**src/rtl/ibex_icache_inval_ctrl.sv**
```systemverilog
// ibex_icache_inval_ctrl
// Sequences an invalidate-all of the instruction cache tag RAMs. After reset,
// and on each invalidate request, the block optionally fetches a fresh
// scramble key/nonce from the key manager and then writes zero to every tag
// line, one line per cycle, across all ways. While it is busy, cache lookups
// are blocked from the tag RAM.
//
// Ports:
//   clk_i, rst_ni                      clock, asynchronous active-low reset
//   icache_inval_i                     invalidate-all request pulse
//   scramble_key_valid_i/_key_i/_nonce_i  key manager response
//   scramble_key_req_o                 key request to the key manager
//   scramble_key_valid_q/_key_q/_nonce_q  registered key state to the RAMs
//   lookup_req_i / lookup_gnt_o        tag RAM arbitration for lookups/fills
//   inval_tag_req_o/_write_o/_addr_o/_wdata_o  tag RAM sweep port
//   busy_o                             key handshake or sweep in progress
module ibex_icache_inval_ctrl #(
    parameter bit          ICacheScramble   = 1'b0,
    parameter int unsigned IC_NUM_WAYS      = 2,
    parameter int unsigned IC_NUM_LINES     = 256,
    parameter int unsigned IC_INDEX_W       = $clog2(IC_NUM_LINES),
    parameter int unsigned IC_TAG_SIZE      = 22,
    parameter int unsigned TagSizeECC       = IC_TAG_SIZE,
    parameter int unsigned SCRAMBLE_KEY_W   = 128,
    parameter int unsigned SCRAMBLE_NONCE_W = 64
) (
    input  logic                        clk_i,
    input  logic                        rst_ni,
    input  logic                        icache_inval_i,
    input  logic                        scramble_key_valid_i,
    input  logic [SCRAMBLE_KEY_W-1:0]   scramble_key_i,
    input  logic [SCRAMBLE_NONCE_W-1:0] scramble_nonce_i,
    output logic                        scramble_key_req_o,
    output logic                        scramble_key_valid_q,
    output logic [SCRAMBLE_KEY_W-1:0]   scramble_key_q,
    output logic [SCRAMBLE_NONCE_W-1:0] scramble_nonce_q,
    input  logic                        lookup_req_i,
    output logic                        lookup_gnt_o,
    output logic [IC_NUM_WAYS-1:0]      inval_tag_req_o,
    output logic                        inval_tag_write_o,
    output logic [IC_INDEX_W-1:0]       inval_tag_addr_o,
    output logic [TagSizeECC-1:0]       inval_tag_wdata_o,
    output logic                        busy_o
);

    typedef enum logic [1:0] {
        IDLE    = 2'd0,
        KEY_REQ = 2'd1,
        INVAL   = 2'd2
    } state_e;

    localparam logic [IC_INDEX_W-1:0] LAST_IDX = IC_INDEX_W'(IC_NUM_LINES - 1);

    // Every sequence begins either with the key handshake or directly with the sweep.
    localparam state_e START_STATE = ICacheScramble ? KEY_REQ : INVAL;

    state_e                state_r;
    state_e                state_next_s;
    logic                  boot_r;        // forces one sequence right after reset release
    logic                  pending_r;
    logic                  pending_next_s;
    logic [IC_INDEX_W-1:0] cnt_r;
    logic [IC_INDEX_W-1:0] cnt_next_s;
    logic                  busy_s;
    logic                  last_s;

    assign busy_s = (state_r != IDLE);
    assign last_s = (state_r == INVAL) && (cnt_r == LAST_IDX);

    // State, boot flag, pending flag and line counter registers.
    always_ff @(posedge clk_i or negedge rst_ni) begin
        if (!rst_ni) begin
            state_r   <= IDLE;
            boot_r    <= 1'b1;
            pending_r <= 1'b0;
            cnt_r     <= '0;
        end else begin
            state_r   <= state_next_s;
            boot_r    <= 1'b0;
            pending_r <= pending_next_s;
            cnt_r     <= cnt_next_s;
        end
    end

    // Next-state decode; a pending or same-cycle request chains straight into
    // the next sequence without passing through IDLE.
    always_comb begin
        state_next_s = state_r;
        case (state_r)
            IDLE: begin
                if (boot_r || icache_inval_i) begin
                    state_next_s = START_STATE;
                end else begin
                    state_next_s = IDLE;
                end
            end
            KEY_REQ: begin
                if (scramble_key_valid_i) begin
                    state_next_s = INVAL;
                end else begin
                    state_next_s = KEY_REQ;
                end
            end
            INVAL: begin
                if (last_s) begin
                    if (pending_r || icache_inval_i) begin
                        state_next_s = START_STATE;
                    end else begin
                        state_next_s = IDLE;
                    end
                end else begin
                    state_next_s = INVAL;
                end
            end
            default: begin
                state_next_s = IDLE;
            end
        endcase
    end

    // Pending flag: requests while busy merge into one flag, consumed at sweep end.
    // A request landing in the last sweep cycle is consumed directly above.
    always_comb begin
        pending_next_s = pending_r;
        if (last_s) begin
            pending_next_s = 1'b0;
        end else if (busy_s && icache_inval_i) begin
            pending_next_s = 1'b1;
        end else begin
            pending_next_s = pending_r;
        end
    end

    // Line counter: advances only while sweeping and sits at zero otherwise.
    always_comb begin
        cnt_next_s = '0;
        if ((state_r == INVAL) && !last_s) begin
            cnt_next_s = cnt_r + IC_INDEX_W'(1);
        end else begin
            cnt_next_s = '0;
        end
    end

    // Output decode from the registered state and counter.
    always_comb begin
        inval_tag_req_o    = '0;
        inval_tag_write_o  = 1'b0;
        inval_tag_addr_o   = '0;
        inval_tag_wdata_o  = '0;
        scramble_key_req_o = 1'b0;
        if (state_r == INVAL) begin
            inval_tag_req_o   = '1;
            inval_tag_write_o = 1'b1;
            inval_tag_addr_o  = cnt_r;
        end else begin
            scramble_key_req_o = (state_r == KEY_REQ);
        end
    end

    assign busy_o = busy_s;
    // Gated with reset so that no grant escapes while the block is held in reset.
    assign lookup_gnt_o = lookup_req_i & ~busy_s & rst_ni;

    if (ICacheScramble) begin : g_scramble
        logic                        key_valid_r;
        logic [SCRAMBLE_KEY_W-1:0]   key_r;
        logic [SCRAMBLE_NONCE_W-1:0] nonce_r;
        logic                        key_capture_s;
        logic                        key_enter_s;

        assign key_capture_s = (state_r == KEY_REQ) && scramble_key_valid_i;
        // Old key is invalidated as soon as a new handshake starts.
        assign key_enter_s   = (state_r != KEY_REQ) && (state_next_s == KEY_REQ);

        // Key/nonce capture; the key inputs are only looked at during KEY_REQ.
        always_ff @(posedge clk_i or negedge rst_ni) begin
            if (!rst_ni) begin
                key_valid_r <= 1'b0;
                key_r       <= '0;
                nonce_r     <= '0;
            end else if (key_capture_s) begin
                key_valid_r <= 1'b1;
                key_r       <= scramble_key_i;
                nonce_r     <= scramble_nonce_i;
            end else if (key_enter_s) begin
                key_valid_r <= 1'b0;
            end else begin
                key_valid_r <= key_valid_r;
            end
        end

        assign scramble_key_valid_q = key_valid_r;
        assign scramble_key_q       = key_r;
        assign scramble_nonce_q     = nonce_r;
    end else begin : g_no_scramble
        logic unused_key_s;
        assign unused_key_s         = ^{scramble_key_i, scramble_nonce_i};
        assign scramble_key_valid_q = 1'b0;
        assign scramble_key_q       = '0;
        assign scramble_nonce_q     = '0;
    end

endmodule

```
**config.mk**
```make
export PLATFORM = sky130hd
export DESIGN_NAME = ibex_icache_inval_ctrl
export DESIGN_NICKNAME = d
export VERILOG_FILES = /design/src/rtl/ibex_icache_inval_ctrl.sv
export SDC_FILE = /design/constraint.sdc
export NUM_CORES = 1
export LEC_CHECK = 0
export ABC_AREA = 1
export BUFFER_PORTS_ARGS = -buffer_cell sky130_fd_sc_hd__buf_2
export CAP_MARGIN = 10
export CORE_AREA = 5 5 163 165
export DETAILED_ROUTE_END_ITERATION = 12
export DIE_AREA = 0 0 168 170
export HOLD_SLACK_MARGIN = 0.05
export SETUP_SLACK_MARGIN = 0.15
export SYNTH_ARGS = -nofsm -noshare
export SYNTH_HDL_FRONTEND = slang
export SYNTH_SLANG_ARGS = --single-unit
```
**constraint.sdc**
```tcl
create_clock -name clk_i -period 1.3 [get_ports clk_i]
set_input_delay 0.195 -clock clk_i [delete_from_list [all_inputs] [get_ports clk_i]]
set_output_delay 0.195 -clock clk_i [all_outputs]
set_load 0.05 [all_outputs]
```
== Word level (Yosys, flattened, before mapping) ==
Cells that the tools add are included.

* Bitwise logic cells: 3
* Add/subtract/negate cells: 1
* Equality and inequality tests: 3
* Multiplexer cells: 12
* Reduce and logical (&&, ||, !) cells: 9

{| class="wikitable"
|+ Operators by type and width
! cell !! number
|-
| $mux 8 || 2
|-
| $mux 2 || 5
|-
| $add 8x1->8 const B || 1
|-
| $eq 8x8->1 const B || 1
|-
| $pmux 2 s3 || 1
|-
| $mux 1 || 4
|-
| $reduce_bool 2->1 || 2
|-
| $logic_and 1x1->1 || 3
|-
| $and 1x1->1 || 2
|-
| $eq 2x1->1 const B || 1
|-
| $eq 2x2->1 const B || 1
|-
| $logic_not 2->1 || 1
|-
| $logic_or 1x1->1 || 2
|-
| $logic_not 1->1 || 1
|-
| $not 1->1 || 1
|}

* Register bits after elaboration: 12
* Logic and storage cells: 32

== Logic depth before layout (Yosys ltp) ==
Gate-level depths: netlist (run 1).

* Depth after elaboration: 5
* Mapped depth: 6

== Worst setup path before layout (run 1) ==
OpenSTA, ideal clock, no wires.

* Kind: reg-to-output
* From: reg state_r[1]
* To: out lookup_gnt_o
* Required time: 1105 ps
* Cell stages (with the launch flop): 4
* Data arrival time: 1492 ps
* Buffers on the path: 0
* Path slack: -387 ps
* Path through: dfrtp_1 nor2_1 inv_1 nor2_1

* Word-level cells in the longest chain between the ends: 4

{| class="wikitable"
|+ Ends and longest elaborated chain
! element !! RTL line !! text
|-
| start, declared || 57 || <nowiki>state_e state_r;</nowiki>
|-
| start signal, assigned || 78 || <nowiki>state_r <= state_next_s;</nowiki>
|-
| $reduce_bool 2->1 || 67 || <nowiki>assign busy_s = (state_r != IDLE);</nowiki>
|-
| via busy_o || 43 || <nowiki>output logic busy_o</nowiki>
|-
| $not 1->1 || 162 || <nowiki>assign lookup_gnt_o = lookup_req_i & ~busy_s & rst_ni;</nowiki>
|-
| $and 1x1->1 (2 in series) || 162 ||
|-
| end, declared || 38 || <nowiki>output logic lookup_gnt_o,</nowiki>
|}

The timed path passes the listed nets, and every way through them passes these cells.

== Worst setup path after layout (run 1) ==
* From: reg state_r[1]
* To: out lookup_gnt_o

* Word-level cells in the longest chain between the ends: 4

{| class="wikitable"
|+ Ends and longest elaborated chain
! element !! RTL line
|-
| $reduce_bool 2->1 || 67
|-
| $not 1->1 || 162
|-
| $and 1x1->1 (2 in series) || 162
|}

No other way between the ends.

==> results of run 1 <==
## sequential cells by signal, summed over array words and instances, names as in the netlist
| name | count |
|---|---|
| cnt_r | 8 |
| state_r | 2 |
| boot_r | 1 |
| pending_r | 1 |
## per-stage QoR
stage | instances | total power [mW] | setup TNS (ns) | util, %
after floorplan | 521 | 3.277 | 0 | -
after global placement | 656 | 3.034 | 0 | 8.289
after detailed placement | 656 | 3.044 | 0 | 8.289
after CTS | 667 | 3.951 | -1.052 | 9.420
after global routing | 669 | 4.236 | -1.329 | 9.732
final | 669 | 4.058 | -0.6098 | 9.732
## layer usage
| metal | share of wire [%] | vias to the layer above | wire length (um) | GRT usage, % |
|---|---|---|---|---|
| met5 | 0 | - | 0 | 0 |
| met4 | 0.83 | 0 | 34 | 0.8469 |
| met3 | 16 | 4 | 646 | 0.3717 |
| met2 | 55 | 128 | 2267 | 3.616 |
| met1 | 28 | 547 | 1143 | 2.223 |
| li1 | - | 552 | - | - |
## cell usage after synthesis (all sizes together)
cell type and count:
a21oi 1, buf 217, conb 1, dfrtp 11, dfstp 1, ha 1
inv 16, nand2 23, nand3 4, nor2 25, nor3 1, o21ai 3
xnor2 1, xor2 1
## cell type report
class | count | area share [%]
multi-input combinational | 277 | 50.93
clock buffer | 4 | 3.667
timing repair buffer | 30 | 12.81
inverter | 16 | 2.996
tap | 330 | 17.05
sequential | 12 | 12.55
## final timing paths
check                                      start               endpoint  slack, ns
min                         scramble_key_valid_i   state_r[0]$_DFF_PN0_       0.13
max                         state_r[1]$_DFF_PN0_           lookup_gnt_o      -0.08
min reg2reg                pending_r$_DFFE_PN0P_  pending_r$_DFFE_PN0P_       0.54
max in group asynchronous                 rst_ni       boot_r$_DFF_PN1_       0.57
min in group asynchronous                 rst_ni  pending_r$_DFFE_PN0P_       0.50
max reg2reg                 state_r[1]$_DFF_PN0_   state_r[1]$_DFF_PN0_          0
## kinds of logic (layout without fill, tap and decap cells)
| family | Yosys count | count (layout) | synth area share [%] |
|---|---|---|---|
| fa+ha+maj | 1 | 1 | 0.5482 |
| xor+xnor | 2 | 2 | 0.7677 |
| other cells | 1 | 216 | 0.1643 |
| simple gates | 53 | 54 | 10.42 |
| flops | 12 | 12 | 13.21 |
| buf+inv | 233 | 50 | 74.01 |
| compound gates | 4 | 4 | 0.8768 |
## power by group
part,switching (mW),internal [mW]
Combinational,2.19,0.581
Clock,0.168,0.465
Sequential,0.162,0.494
Total,2.52,1.54
## timing repair
item / in CTS / in global routing
setup endpoints to repair: 23 / 24
gates cloned: 1 / 0
buffers inserted: 5 / 2
endpoints found under the hold margin: 11 / 0
resized for setup: 43 / 16
hold buffers: 1 / 0
pin swaps: 14 / 10
==> impl_metrics.yaml, run 1 <==
sta:
  post-route-period-util_pct: 106.1
  hold_viol_final: 0
  period_needed_ns: 1.379
  worst_slack_ns: -0.07946
  whs_ns: 0.1338
  fmax_mhz: 724.9
  slew_violations: 0
  rsz0062_at_grt: "yes"
  finalSetupViolCount: 13
  fin_skew_ns: 0.003407
worst_setup_path:
  cp.depth: 4
  cpMostUsedCell: "nor2_4"
  crit_fanout: 5
  path_class: "reg2out"
  critPathBufInv: 2
  max_stage_delay_ns: 0.49
  worstRegToRegCells: 8
  worstSetupStartpointType: "register"
  slowest_stage: "dfrtp_2"
  crit_chain: "nor2_4, inv_2, nor2_4, buf_12"
  cp.required_ns: 1.11
  crit_family: "flip-flops"
  cp-end-kind: "primary output"
  critPathArrivalTime_ns: 1.18
yosys:
  ys_warn_count: 0
  yosysTopAreaCellShare_pct: 71.38
  synthesis.area_mm2: 0.002282
  synth.area.top_cells: "buf_4, dfrtp_1, nor2_1"
  ys_seq_elements: 12
  synth_top_cell_by_area: "buf_4"
  synthCells: 306
  synthDistinctLibCells: 20
  syn_area_per_cell_um2: 7.458
  ys_seq_area_share_pct: 13.21
floorplan:
  die-area_mm2: 0.02856
  core.rowCount: 58
  ios: 426
  die_y_um: 170
  coreArea_mm2: 0.02489
  start_util_pct: 9.169
  die_width_um: 168
placed_design:
  dp_hpwl_um: 3422
  gp_congestion: 0.5917
  port_buffers: 18
  dp_worst_setup_slack_ns: 0.04940
  dpl_cell_area_mm2: 0.002063
clock_tree:
  cts-root-buf: "clkbuf_16"
  cts_tree: "built"
  clk_pin_slew_ns: 0.04
  clkLatencyLatePin_ns: 0.24
  cts_made_buffers: 3
  cts_max_path_buffers: 2
  htree_levels: 1
  clock_sinks: 12
final_layout:
  drive_gt1_share_pct: 19.47
  layout_common_cells: "conb_1, nand2_1, inv_1"
  area_growth_pct: 6.140
  postLayoutCellArea_mm2: 0.002422
  final_common_cell: "conb_1"
  n_antenna_cell: 0
  nNetsFinal: 538
  num-fill-cells: 2912
  seqCellArea_um2: 304.0
  multiInputGateArea_mm2: 0.001234
routing:
  ant_nets: 0
  drc: 0
  num_vias: 1231
  wl_per_cell_um: 6.117
  drtPass1Iterations: 4
  wirelength_um: 4092
  via_per_inst: 1.840
  dr.first_iter.drc_count: 16
pwr:
  p_leak_nw: 1.285
  power_density_mw_per_mm2: 1675
  irDropWorstVdd_mv: 1.133
min_path:
  min_path_type: "in2reg"
  holdPathStages: 2
outcome:
  status: "finished with violations"
  violations: "setup timing"
global_route:
  grt_max_degree: 13
  grt_pass1_vias: 857
  gr-total-overflow: 0
  grt_pass1_wl_um: 4402
  gr-usage-all-layers_pct: 1.970
  antenna_found_initial: 0
flow_run:
  cap_violations: 0
(Power assumes the default switching activity.)
==> run 2: changes to the inputs <==
Clock period 1.3 ns to 1.5 ns, I/O delays scaled along.
==> run 2 against run 1 <==
The flow now finishes without violations; utilization is 0.69 points lower; clock power shrank 15%; count of clock-buffer cells in the layout is the same; critical path depth did not move; cell count down 1.2%; sequential cell count unchanged; total power is 18% lower; global-route usage is 0.13 points lower; final area is 7.1% lower; combinational power fell by 19%; critical endpoint unchanged; largest power group unchanged.
==> impl_metrics.yaml, run 2 (synthesis gave the netlist of run 1 again) <==
floorplan:
  die-area_mm2: 0.02856
  die_width_um: 168
  core.rowCount: 58
  coreArea_mm2: 0.02489
  die_y_um: 170
  ios: 426
  start_util_pct: 9.169
global_route:
  grt_max_degree: 13
  grt_pass1_wl_um: 4043
  gr-total-overflow: 0
  gr-usage-all-layers_pct: 1.839
  grt_pass1_vias: 812
  antenna_found_initial: 0
worst_setup_path:
  timing.rr.end: "state_r[1]$_DFF_PN0_"
  worstRegToRegCells: 6
  worstSetupStartpointType: "register"
  path_class: "reg2out"
  critPathArrivalTime_ns: 1.18
  cp.required_ns: 1.27
  rrSetupSlack_ns: 0.23
  cp-end-kind: "primary output"
  r2r_start: "cnt_r[0]$_DFF_PN0_"
  crit_fanout: 4
clock_tree:
  htree_levels: 1
  cts_made_buffers: 3
  cts_tree: "built"
  clkLatencyLatePin_ns: 0.24
  clock_sinks: 12
  cts-root-buf: "clkbuf_16"
  cts_max_path_buffers: 2
  clk_pin_slew_ns: 0.04
routing:
  num_vias: 1193
  via_per_inst: 1.805
  wirelength_um: 3849
  wl_per_cell_um: 5.823
  drtPass1Iterations: 4
  drc: 0
  dr.first_iter.drc_count: 17
  ant_nets: 0
sta:
  period_needed_ns: 1.404
  finalSetupViolCount: 0
  post-route-period-util_pct: 93.58
  slew_violations: 0
  finalSetupTns_ns: 0
  rsz0062_at_grt: "yes"
  fin_skew_ns: 0.002406
  hold_viol_final: 0
  fmax_mhz: 712.4
min_path:
  min_path_type: "in2reg"
  hold_path_end: "state_r[0]$_DFF_PN0_"
  holdPathStages: 2
  hold_start: "scramble_key_valid_i"
pwr:
  p_leak_nw: 1.224
  irDropWorstVdd_mv: 1.033
  power.total_mw: 3.341
  power_density_mw_per_mm2: 1485
final_layout:
  nNetsFinal: 530
  largest_register_ffs: 8
  largest_registers: "cnt_r x8, state_r x2"
  drive_gt1_share_pct: 14.80
  area_growth_pct: -1.425
  final_common_cell: "conb_1"
  n_antenna_cell: 0
  final_cells: 661
  top_register: "cnt_r"
  layout_common_cells: "conb_1, nand2_1, inv_1, nor2_1, buf_6"
flow_run:
  cap_violations: 0
outcome:
  status: "complete, no violations"
placed_design:
  dp_cells: 653
  dp_hpwl_um: 3425
  port_buffers: 18
  gp_congestion: 0.7276
run 2: cell count changes in the layout (fill, tap and decap cells not counted), sizes merged:
cell and change:
inv +1, buf -7, nand2 -1, clkinv -1
run 2: layer usage:
layer	part of all wire, %	global-route usage (%)
met4	1.3	0.9880
met3	20	0.7201
met2	50	2.970
met5	0	0
met1	28	2.097
run 2: stage by stage:
step           cell area [um2]  util (%)  setup WS [ns]  hold WS (ns)
6_report                  2250     9.038        0.09629        0.1653
4_1_cts                   2197     8.827        0.08152        0.1625
3_3_place_gp              1978     7.947         0.1794        0.2950
3_5_place_dp              1978     7.947         0.1526        0.2983
2_1_floorplan             3097         -        0.04940      -0.07059
5_1_grt                   2250     9.038        0.03668        0.1649
run 2: area by class of cell:
cell class | instances | area (um2)
inverter | 16 | 65.06
fill | 2890 | 22640
timing repair buffer | 23 | 217.7
clock buffer | 4 | 88.84
multi-input combinational | 276 | 1162
sequential | 12 | 302.8
tap | 330 | 412.9
run 2: worst max path at each step:
| stage | to | start | cells after the start | slack, ns |
|---|---|---|---|---|
| 2_1_floorplan | inval_tag_addr_o[0] | state_r[0]$_DFF_PN0_ | 3 | 0.05 |
| 3_3_place_gp | lookup_gnt_o | state_r[1]$_DFF_PN0_ | 4 | 0.18 |
| 3_5_place_dp | lookup_gnt_o | state_r[1]$_DFF_PN0_ | 4 | 0.15 |
| 4_1_cts | lookup_gnt_o | state_r[1]$_DFF_PN0_ | 4 | 0.08 |
| 5_1_grt | lookup_gnt_o | state_r[1]$_DFF_PN0_ | 4 | 0.04 |
| 6_report | lookup_gnt_o | state_r[1]$_DFF_PN0_ | 4 | 0.1 |
run 2: repair_timing:
item / CTS / global route
buffers inserted: 1 / 2
endpoints found under the hold margin: 11 / 0
pin swaps: 2 / 0
gates resized for setup: 40 / 8
hold buffers: 1 / 0
endpoints found under the setup margin: 14 / 15
run 2: report_power, final:
group / internal [mW] / switching, mW / leakage (nW)
clock: 0.402 / 0.138 / 0.0442
sequential: 0.428 / 0.131 / 0.137
combinational: 0.394 / 1.85 / 1.04
total: 1.22 / 2.12 / 1.22
run 2: worst max-delay path, cell delays in order, from the launching register on:
cell and delay [ns]:
dfrtp_2 0.45, nor2_2 0.15, inv_2 0.09, nor2_4 0.08
buf_6 0.16
==> run 3: changes to the inputs <==
Settings changed: RECOVER_POWER set to 25.
==> run 3 against run 2 <==
Critical path depth unchanged; sequential cell count unchanged; total power about the same; global-route usage unchanged; sequential power about the same; wire length about the same; die area unchanged; via count unchanged; cell count unchanged; first-iteration DRC count unchanged; worst hold slack about the same.
==> impl_metrics.yaml, run 3 (synthesis gave the netlist of run 1 again) <==
floorplan:
  die_width_um: 168
  die_y_um: 170
  ios: 426
  core.rowCount: 58
  coreArea_mm2: 0.02489
  start_util_pct: 9.169
  die-area_mm2: 0.02856
final_layout:
  postLayoutCellArea_mm2: 0.002246
  nNetsFinal: 530
  num-fill-cells: 2889
  multiInputGateArea_mm2: 0.001162
  largest_registers: "cnt_r x8, state_r x2"
  final_common_cell: "conb_1"
  top_register: "cnt_r"
  seqCellArea_um2: 302.8
  n_antenna_cell: 0
  drive_gt1_share_pct: 14.50
  area_growth_pct: -1.590
  layout_common_cells: "conb_1, nand2_1, inv_1, nor2_1, buf_6"
  largest_register_ffs: 8
routing:
  wirelength_um: 3850
  dr.first_iter.drc_count: 17
  via_per_inst: 1.805
  wl_per_cell_um: 5.825
  ant_nets: 0
  drtPass1Iterations: 4
  num_vias: 1193
  drc: 0
sta:
  relSlewSlack_pct: 57.57
  post-route-period-util_pct: 93.59
  worst_slack_ns: 0.09620
  finalSetupTns_ns: 0
  slew_violations: 0
  max_slew.worst_pin.slew_ns: 0.6364
  rsz0062_at_grt: "yes"
  finalSetupViolCount: 0
  fin_skew_ns: 0.002410
  whs_ns: 0.1652
  hold_viol_final: 0
  fmax_mhz: 712.4
  period_needed_ns: 1.404
global_route:
  grt_pass1_vias: 812
  gr-total-overflow: 0
  gr-usage-all-layers_pct: 1.839
  antenna_found_initial: 0
  grt_pass1_wl_um: 4043
  grt_max_degree: 13
placed_design:
  gp_congestion: 0.7276
  dp_worst_setup_slack_ns: 0.1526
  port_buffers: 18
  dp_hpwl_um: 3425
  dpl_cell_area_mm2: 0.001978
clock_tree:
  htree_levels: 1
  cts_max_path_buffers: 2
  cts_tree: "built"
  clkLatencyLatePin_ns: 0.24
  cts-root-buf: "clkbuf_16"
  clock_sinks: 12
  clk_pin_slew_ns: 0.04
  cts_made_buffers: 3
pwr:
  power_density_mw_per_mm2: 1487
  irDropWorstVdd_mv: 1.033
  p_leak_nw: 1.221
outcome:
  status: "complete, no violations"
worst_setup_path:
  worstSetupStartpointType: "register"
  max_stage_delay_ns: 0.45
  cp.required_ns: 1.27
  critPathArrivalTime_ns: 1.18
  cp-end-kind: "primary output"
  slowest_stage: "dfrtp_2"
  path_class: "reg2out"
  crit_chain: "nor2_2, inv_2, nor2_4, buf_6"
  crit_fanout: 4
  rrSetupSlack_ns: 0.23
flow_run:
  cap_violations: 0
min_path:
  min_path_type: "in2reg"
## run 3: cell count changes in the layout (fill, tap and decap cells not counted)
cell      delta
buf_4        -1
clkbuf_1     +1
## run 3: power by group
part,switching (mW),internal [mW]
logic,1.85,0.393
registers,0.131,0.428
clock network,0.138,0.402
total,2.12,1.22
## run 3: path summary, 6_finish.rpt
kind,start,endpoint,depth (start not counted)
worst max-delay path,state_r[1]$_DFF_PN0_,lookup_gnt_o,4
worst min-delay path,scramble_key_valid_i,state_r[0]$_DFF_PN0_,2
worst max register to register,cnt_r[0]$_DFF_PN0_,state_r[1]$_DFF_PN0_,6
worst min register to register,cnt_r[0]$_DFF_PN0_,cnt_r[0]$_DFF_PN0_,1
max in group asynchronous,rst_ni,state_r[1]$_DFF_PN0_,3
min in group asynchronous,rst_ni,cnt_r[2]$_DFF_PN0_,3
## run 3: timing repair
action,in CTS,in global routing
hold endpoints to repair,11,0
pin swaps,2,0
gates cloned,0,0
setup buffers,1,2
setup endpoints to repair,14,15
hold buffers,1,0
gates resized for setup,40,8
## run 3: layer usage
layer / part of all wire [%] / GRT usage [%] / up-vias / wire, um
met5: 0 / 0 / - / 0
met2: 50 / 2.970 / 131 / 1942
met4: 1.3 / 0.9880 / 0 / 50
met1: 28 / 2.097 / 526 / 1097
li1: - / - / 532 / -
met3: 20 / 0.7201 / 4 / 760
## run 3: metrics by stage
stage          std cells  power (mW)  utilization, %
6_report             661       3.340           9.023
5_1_grt              661       3.506           9.023
4_1_cts              659       3.289           8.827
3_5_place_dp         653       2.550           7.947
3_3_place_gp         653       2.527           7.947
2_1_floorplan        521       2.799               -
## run 3: critical path, delay by kind of cell, from the launching register on
family                 cells  cell delay, ns
buffers and inverters      2            0.25
flip-flops                 1            0.45
AND/OR/NAND/NOR            2            0.23
## run 3: cell type report
class                           instances  share of cell area, %
Multi-Input combinational cell        276                  51.75
Tap cell                              330                  18.38
Sequential cell                        12                  13.48
Timing Repair Buffer                   23                  9.526
Clock buffer                            4                  3.955
Inverter                               16                  2.897
